File: src/rtl/inst_buffer_if.sv
// Fetch-side and decode-side handshake bundle for the instruction buffer.
interface inst_buffer_if #(
    parameter int unsigned XLEN = 32
);
    logic            in_valid;
    logic [31:0]     in_inst;
    logic [XLEN-1:0] in_pc;
    logic            in_ready;
    logic            out_ready;
    logic            out_valid;
    logic [31:0]     out_inst;
    logic [XLEN-1:0] out_pc;
    logic [XLEN-1:0] out_npc;

    modport master (
        output in_valid, in_inst, in_pc, out_ready,
        input  in_ready, out_valid, out_inst, out_pc, out_npc
    );

    modport slave (
        input  in_valid, in_inst, in_pc, out_ready,
        output in_ready, out_valid, out_inst, out_pc, out_npc
    );
endinterface

File: src/rtl/inst_buffer.sv
// Circular instruction queue between fetch and decode; presents entries in
// program order, applies backpressure, and empties itself on flush.
module inst_buffer #(
    parameter int unsigned DEPTH = 8,
    parameter int unsigned XLEN  = 32
) (
    input  logic                   clk,
    input  logic                   reset,
    input  logic                   flush,
    inst_buffer_if.slave           bus,
    output logic [$clog2(DEPTH):0] count
);
    localparam int unsigned PTR_W = $clog2(DEPTH);
    localparam int unsigned CNT_W = PTR_W + 1;
    localparam logic [31:0] NOP   = 32'h0000_0013;

    logic [31:0]     inst_mem [DEPTH];
    logic [XLEN-1:0] pc_mem   [DEPTH];
    logic [PTR_W-1:0] head;
    logic [PTR_W-1:0] tail;
    logic             enq;
    logic             deq;

    // Handshake decode; no bypass in either direction.
    always_comb begin
        bus.in_ready  = (count != CNT_W'(DEPTH));
        bus.out_valid = (count != '0) && !flush;
        enq           = bus.in_valid && bus.in_ready && !flush;
        deq           = bus.out_valid && bus.out_ready;
    end

    // Head view; idle outputs show a NOP at PC 0 so decode never sees X.
    always_comb begin
        bus.out_inst = NOP;
        bus.out_pc   = '0;
        if (bus.out_valid) begin
            bus.out_inst = inst_mem[head];
            bus.out_pc   = pc_mem[head];
        end
        bus.out_npc = bus.out_pc + XLEN'(4);
    end

    // Entry storage carries no reset.
    always_ff @(posedge clk) begin
        if (enq) begin
            inst_mem[tail] <= bus.in_inst;
            pc_mem[tail]   <= bus.in_pc;
        end
    end

    always_ff @(posedge clk or posedge reset) begin
        if (reset) begin
            head  <= '0;
            tail  <= '0;
            count <= '0;
        end else if (flush) begin
            head  <= '0;
            tail  <= '0;
            count <= '0;
        end else begin
            if (enq) tail <= tail + PTR_W'(1);
            if (deq) head <= head + PTR_W'(1);
            case ({enq, deq})
                2'b10:   count <= count + CNT_W'(1);
                2'b01:   count <= count - CNT_W'(1);
                default: count <= count;
            endcase
        end
    end
endmodule

File: src/flat_wrapper.sv
// flat-port wrapper written by rule: the top's interface ports become plain ports
module inst_buffer_flat 
#(
    parameter int unsigned DEPTH = 8,
    parameter int unsigned XLEN  = 32
)
  (clk, reset, flush, count, bus_in_valid, bus_in_inst, bus_in_pc, bus_out_ready, bus_in_ready, bus_out_valid, bus_out_inst, bus_out_pc, bus_out_npc);
  inst_buffer_if #(.XLEN(XLEN)) bus_i ();
  input  logic clk;
  input  logic reset;
  input  logic flush;
  output logic [$clog2(DEPTH):0] count;
  input wire logic [$bits(bus_i.in_valid)-1:0] bus_in_valid;
  input wire logic [$bits(bus_i.in_inst)-1:0] bus_in_inst;
  input wire logic [$bits(bus_i.in_pc)-1:0] bus_in_pc;
  input wire logic [$bits(bus_i.out_ready)-1:0] bus_out_ready;
  output wire logic [$bits(bus_i.in_ready)-1:0] bus_in_ready;
  output wire logic [$bits(bus_i.out_valid)-1:0] bus_out_valid;
  output wire logic [$bits(bus_i.out_inst)-1:0] bus_out_inst;
  output wire logic [$bits(bus_i.out_pc)-1:0] bus_out_pc;
  output wire logic [$bits(bus_i.out_npc)-1:0] bus_out_npc;
  assign bus_i.in_valid = bus_in_valid;
  assign bus_i.in_inst = bus_in_inst;
  assign bus_i.in_pc = bus_in_pc;
  assign bus_i.out_ready = bus_out_ready;
  assign bus_in_ready = bus_i.in_ready;
  assign bus_out_valid = bus_i.out_valid;
  assign bus_out_inst = bus_i.out_inst;
  assign bus_out_pc = bus_i.out_pc;
  assign bus_out_npc = bus_i.out_npc;
  inst_buffer #(.DEPTH(DEPTH), .XLEN(XLEN)) u_core (.clk(clk), .reset(reset), .flush(flush), .bus(bus_i), .count(count));
endmodule
File: config.mk
export PLATFORM = sky130hd
export DESIGN_NAME = inst_buffer_flat
export DESIGN_NICKNAME = d
export VERILOG_FILES = /design/src/rtl/inst_buffer_if.sv /design/src/rtl/inst_buffer.sv /design/src/flat_wrapper.sv
export SDC_FILE = /design/constraint.sdc
export NUM_CORES = 1
export LEC_CHECK = 0
export BUFFER_PORTS_ARGS = -buffer_cell sky130_fd_sc_hd__buf_4
export CORE_UTILIZATION = 45
export DETAILED_ROUTE_END_ITERATION = 6
export PLACE_DENSITY = 0.65
export SYNTH_ARGS = -nofsm -noshare
export SYNTH_HDL_FRONTEND = slang
export SYNTH_SLANG_ARGS = --single-unit
File: constraint.sdc
create_clock -name clk -period 18.86 [get_ports clk]
set_input_delay 5.658 -clock clk [delete_from_list [all_inputs] [get_ports clk]]
set_output_delay 5.658 -clock clk [all_outputs]
set_load 0.01 [all_outputs]
Word level (Yosys, flattened, before mapping)
Memory sizes are Yosys's and may differ from the RTL's.
Cells that the tools add are included.
Cells by class
  $lt $le $gt $ge: 0
  add/sub/neg operators: 5
  bitwise logic cells: 0
  shifts and indexed selects: 0
  eq/ne operators: 3
  $mul: 0
  reductions and logical operators: 9
  muxes and demuxes: 10
  divide/modulo/power cells: 0
Operators with widths (number)
  $mux W32: 2
  $add A32 B3 Y32 const B: 1
  $mux W3: 4
  $pmux W4 S2: 1
  $add A3 B1 Y3 const B: 2
  $add A4 B1 Y4 const B: 1
  $logic_and A1 B1 Y1: 4
  $mux W4: 1
  $ne A4 B4 Y1 const B: 1
  $reduce_bool A2 Y1: 2
  $reduce_bool A4 Y1: 1
  $sub A4 B1 Y4 const B: 1
  $reduce_bool A3 Y1: 1
  $eq A2 B1 Y1 const B: 1
  $eq A2 B2 Y1 const B: 1
  $mux W1: 2
  $logic_not A1 Y1: 1
Word-level totals
  latch bits: 0
  RAM bits: 512
  memory bits (read-only): 0
  register bits after elaboration: 10
  logic and storage cells: 32
  memories kept: 2
  output and inout port bits: 102
Memories
  u_core.inst_mem: words 8, bits a word 32, rd ports 1, clocked after Yosys merged registers in 0, write ports 1, line inst_buffer.sv:17  | logic [31:0] inst_mem [DEPTH];
  u_core.pc_mem: words 8, bits a word 32, rd ports 1, clocked after Yosys merged registers in 0, write ports 1, line inst_buffer.sv:18  | logic [XLEN-1:0] pc_mem [DEPTH];

Logic depth before layout (Yosys ltp)
  depth after elaboration: 6
  gate-level depth with buffers: 12
  depth with buffers taken out: 10

Least setup slack after synthesis
No wires, ideal clock.
  path kind: input to output
  start: input port flush
  end: output port bus_out_npc[12]
  cell stages on the path: 11
  data required time: 13.202 ns
  slack: 5.262 ns
  arrival: 7.940 ns
  path buffers: 4
  cells stage by stage: or2_1 -> clkbuf_1 -> buf_2 -> clkbuf_1 -> buf_1 -> nor2_1 -> ha_1 -> nand2_1 -> nor3_4 -> and3_1 -> xor2_1
Between the ends
  cells in the longest elaborated chain, start to end: 4
RTL lines
  start, declared: line flat_wrapper.sv:11  | input logic flush;
  $logic_not A1 Y1: line inst_buffer.sv:27  | bus.out_valid = (count != '0) && !flush;
  $logic_and A1 B1 Y1: line inst_buffer.sv:27
  $mux W32: line inst_buffer.sv:36  | if (bus.out_valid) begin
  named net bus_out_pc[3]: line flat_wrapper.sv:20  | output wire logic [$bits(bus_i.out_pc)-1:0] bus_out_pc;
  $add A32 B3 Y32: line inst_buffer.sv:40  | bus.out_npc = bus.out_pc + XLEN'(4);
  end, declared: line flat_wrapper.sv:21  | output wire logic [$bits(bus_i.out_npc)-1:0] bus_out_npc;
The timed path passes the listed nets, and every way through them passes these cells.

Final worst setup path
  start: input port flush
  end: output port bus_out_npc[31]
Between the ends
  cells in the longest elaborated chain, start to end: 4
RTL lines (line)
  $logic_not A1 Y1: inst_buffer.sv:27
  $logic_and A1 B1 Y1: inst_buffer.sv:27
  $mux W32: inst_buffer.sv:36
  $add A32 B3 Y32: inst_buffer.sv:40
Every way passes these cells.

==> impl_metrics.env <==
export IMPL_vias_per_cell=5.48
export IMPL_routed_wl_um=43200
export IMPL_synth_ff_type="edfxtp_1"
export IMPL_die_h_um=218
export IMPL_status="finished clean"
export IMPL_required_ns=13.20
export IMPL_maxCapViolCount=0
export IMPL_place_hpwl_um=23200
export IMPL_hp_class="flip-flop to flip-flop"
export IMPL_rsz0062_at_grt="false"
export IMPL_avgSynthCellArea_um2=20.2
export IMPL_power_frac_comb_pct=11.3
export IMPL_start_util_pct=45.9
export IMPL_crit_family="simple AND/OR/NAND/NOR gates"
export IMPL_fin_crit_ns=14.76
export IMPL_syn_area_mm2=0.0209
export IMPL_routed_via_count=10200
export IMPL_grt_pass1_vias=10500
export IMPL_layout_drive_gt1_share_pct=29.5
export IMPL_holdBufCountCts=0
export IMPL_crit_slowest_cell="nor3_1"
export IMPL_critical_path_class="input pin to primary output"
export IMPL_cts_setup_buffers=0
export IMPL_worst_slack_ns=4.10
export IMPL_final_common_cell="edfxtp_1"
export IMPL_clock_latency_ns=0.60
export IMPL_synthCells=1036
export IMPL_wl_per_cell_um=23.2
export IMPL_pin_count=171
export IMPL_grt_pass1_wl_um=65600
export IMPL_crit_buf_inv=3
export IMPL_area_growth_pct=16.3
export IMPL_n_fill_cell=3573
export IMPL_preCtsSetupSlack_ns=4.15
export IMPL_synth_edf_count=512
export IMPL_mostFrequentLayoutCells="edfxtp_1 (512), buf_4 (185), mux2i_1 (94), mux4_2 (90), nor2_1 (65)"
export IMPL_relSlewSlack_pct=23.1
export IMPL_clk_path_buf_depth=3
export IMPL_die_x_um=218
export IMPL_powerDensity_mw_per_mm2=105
export IMPL_grt_max_degree=105
export IMPL_cts_root_buf="clkbuf_16"
export IMPL_grt_usage_pct=18.7
export IMPL_async_flop_share_pct=1.92
export IMPL_vdd_drop_max_mv=0.0875
export IMPL_pwr_share_seq_pct=51.5
export IMPL_fin_nets=1293
export IMPL_drt_initial_drc_count=613
export IMPL_dr_pass1_iters=7
export IMPL_tns_ns=0
export IMPL_fmax_mhz=67.7
export IMPL_switchingPower_uw=575
export IMPL_ant_nets=0
export IMPL_num_rows=78
export IMPL_ys_seq_area_share_pct=74.7
export IMPL_crit_top_cell="buf_4"
export IMPL_core_area_mm2=0.0456
export IMPL_crit_fanout=17
export IMPL_port_buffers=170
export IMPL_reg2reg_from="u_core.count[0]"
export IMPL_ys_types=52
export IMPL_path_clk_slew_ns=0.06
export IMPL_max_stage_delay_ns=0.96
export IMPL_slew_viol_final=0
export IMPL_crit_chain="buf_4 -> or2_2 -> inv_1 -> and3_1 -> nand4_1 -> nor3_1 -> nand4_2 -> xnor2_1 -> buf_4"
export IMPL_startpoint="flush"
export IMPL_hp_start="u_core.count[3]"
export IMPL_worst_pin_slew_ns=1.15
export IMPL_leakage_uw=0.00789
export IMPL_finish_utilization_pct=53.3
export IMPL_crit_arrival_ns=9.10
export IMPL_hold_viol_final=0
export IMPL_fin_cells=1857
export IMPL_end_kind="primary output"
export IMPL_grt_antenna_before_repair=2
export IMPL_cts_tree="done"
export IMPL_place_congestion=0.808
export IMPL_p_int_uw=1970
export IMPL_switching_share_pct=22.6
export IMPL_min_period_over_period_pct=78.3
export IMPL_die_area_mm2=0.0473
export IMPL_yosys_register_bits=522
export IMPL_drcViolationCount=0
export IMPL_htree_levels=2
export IMPL_synth_nets=1110
export IMPL_dp_cells=1765
export IMPL_ys_warn_count=0
export IMPL_fin_skew_ns=0.0218
export IMPL_clockPowerShare_pct=37.2
export IMPL_cts_buffers=52
export IMPL_grt_overflow_total=0
export IMPL_setup_violations=0
export IMPL_crit_path_start_kind="input pin"
export IMPL_cts_resized=0
export IMPL_cts_sinks=522
==> power groups by stage <==
stage | logic [uW] | clock network (uW) | registers (uW)
after detailed placement | 291 | 0 | 1340
after global routing | 311 | 1020 | 1310
after floorplan | 204 | 0 | 1320
final | 287 | 948 | 1310
after global placement | 289 | 0 | 1340
after CTS | 292 | 971 | 1310
==> per-stage QoR <==
stage / total power, uW / hold slack (ns) / area, um^2
floorplan: 1530 / 0.534 / 20900
global placement: 1630 / 0.561 / 22800
detailed placement: 1630 / 0.569 / 22800
CTS: 2580 / 0.573 / 24300
global route: 2640 / 0.595 / 24300
finish: 2550 / 0.572 / 24300
==> cell type report <==
type	instances	area, um^2	share of cell area (%)
multi-input cells	444	4910	20.2
diodes	1	2.50	0.0103
well taps	600	751	3.09
inverters	13	48.8	0.201
clock inverters	26	176	0.726
flip-flops and latches	522	15600	64.3
clock buffers	65	1370	5.64
repair buffers	186	1410	5.80
==> layer usage <==
layer  track usage [%]  vias up  part of all wire (%)
li1                  -     4557                     -
met1              26.1     5295                    45
met2              30.0      262                    48
met3              3.74       64                   5.7
met4              5.07        4                   1.7
met5                 0        -                 0.072
==> path summary, 6_finish.rpt <==
check,slack (ns),end,cells past startpoint
worst max-delay path,4.10,bus_out_npc[31],9
worst min-delay path,0.57,u_core.count[3],1
worst max register to register,15.49,u_core.inst_mem[2][28],5
worst min register to register,0.57,u_core.count[3],1
max in group asynchronous,13.48,u_core.head[1],2
min in group asynchronous,5.06,u_core.count[1],2
==> synth_stat cells, drive strengths merged (3+ instances only) <==
master / count / area (um^2)
a21oi: 5 / 25.0
a22oi: 20 / 155
and2: 5 / 31.3
and3: 9 / 57.6
buf: 41 / 320
clkbuf: 16 / 60.1
dfrtp: 10 / 250
edfxtp: 512 / 15400
ha: 5 / 62.6
inv: 13 / 48.8
mux2: 3 / 33.8
mux2i: 94 / 941
mux4: 106 / 2450
nand2: 28 / 105
nand2b: 3 / 18.8
nand3: 14 / 75.1
nand4: 10 / 68.8
nor2: 71 / 267
nor2b: 3 / 18.8
nor3: 7 / 56.3
nor4: 5 / 37.5
o21ai: 6 / 30.0
or3: 3 / 23.8
xnor2: 28 / 245
xor2: 5 / 43.8
==> sequential cells by signal (all words and copies together) (netlist names) <==
signal and flops:
u_core.inst_mem 256, u_core.head 3, u_core.tail 3, u_core.pc_mem 256
u_core.count 4
==> logic make-up (layout without fill, tap and decap cells) <==
| group | count (synthesis) | after routing | synth area share (%) |
|---|---|---|---|
| xor gates and xnor gates | 33 | 33 | 1.38 |
| other | 0 | 1 | 0 |
| buffers and inverters | 70 | 290 | 2.05 |
| muxes | 203 | 203 | 16.4 |
| AOI/OAI and AO/OA | 39 | 39 | 1.31 |
| adders and majority gates | 5 | 5 | 0.299 |
| DFF | 522 | 522 | 74.7 |
| and+or+nand+nor | 164 | 164 | 3.86 |
(Power assumes the default switching activity.)
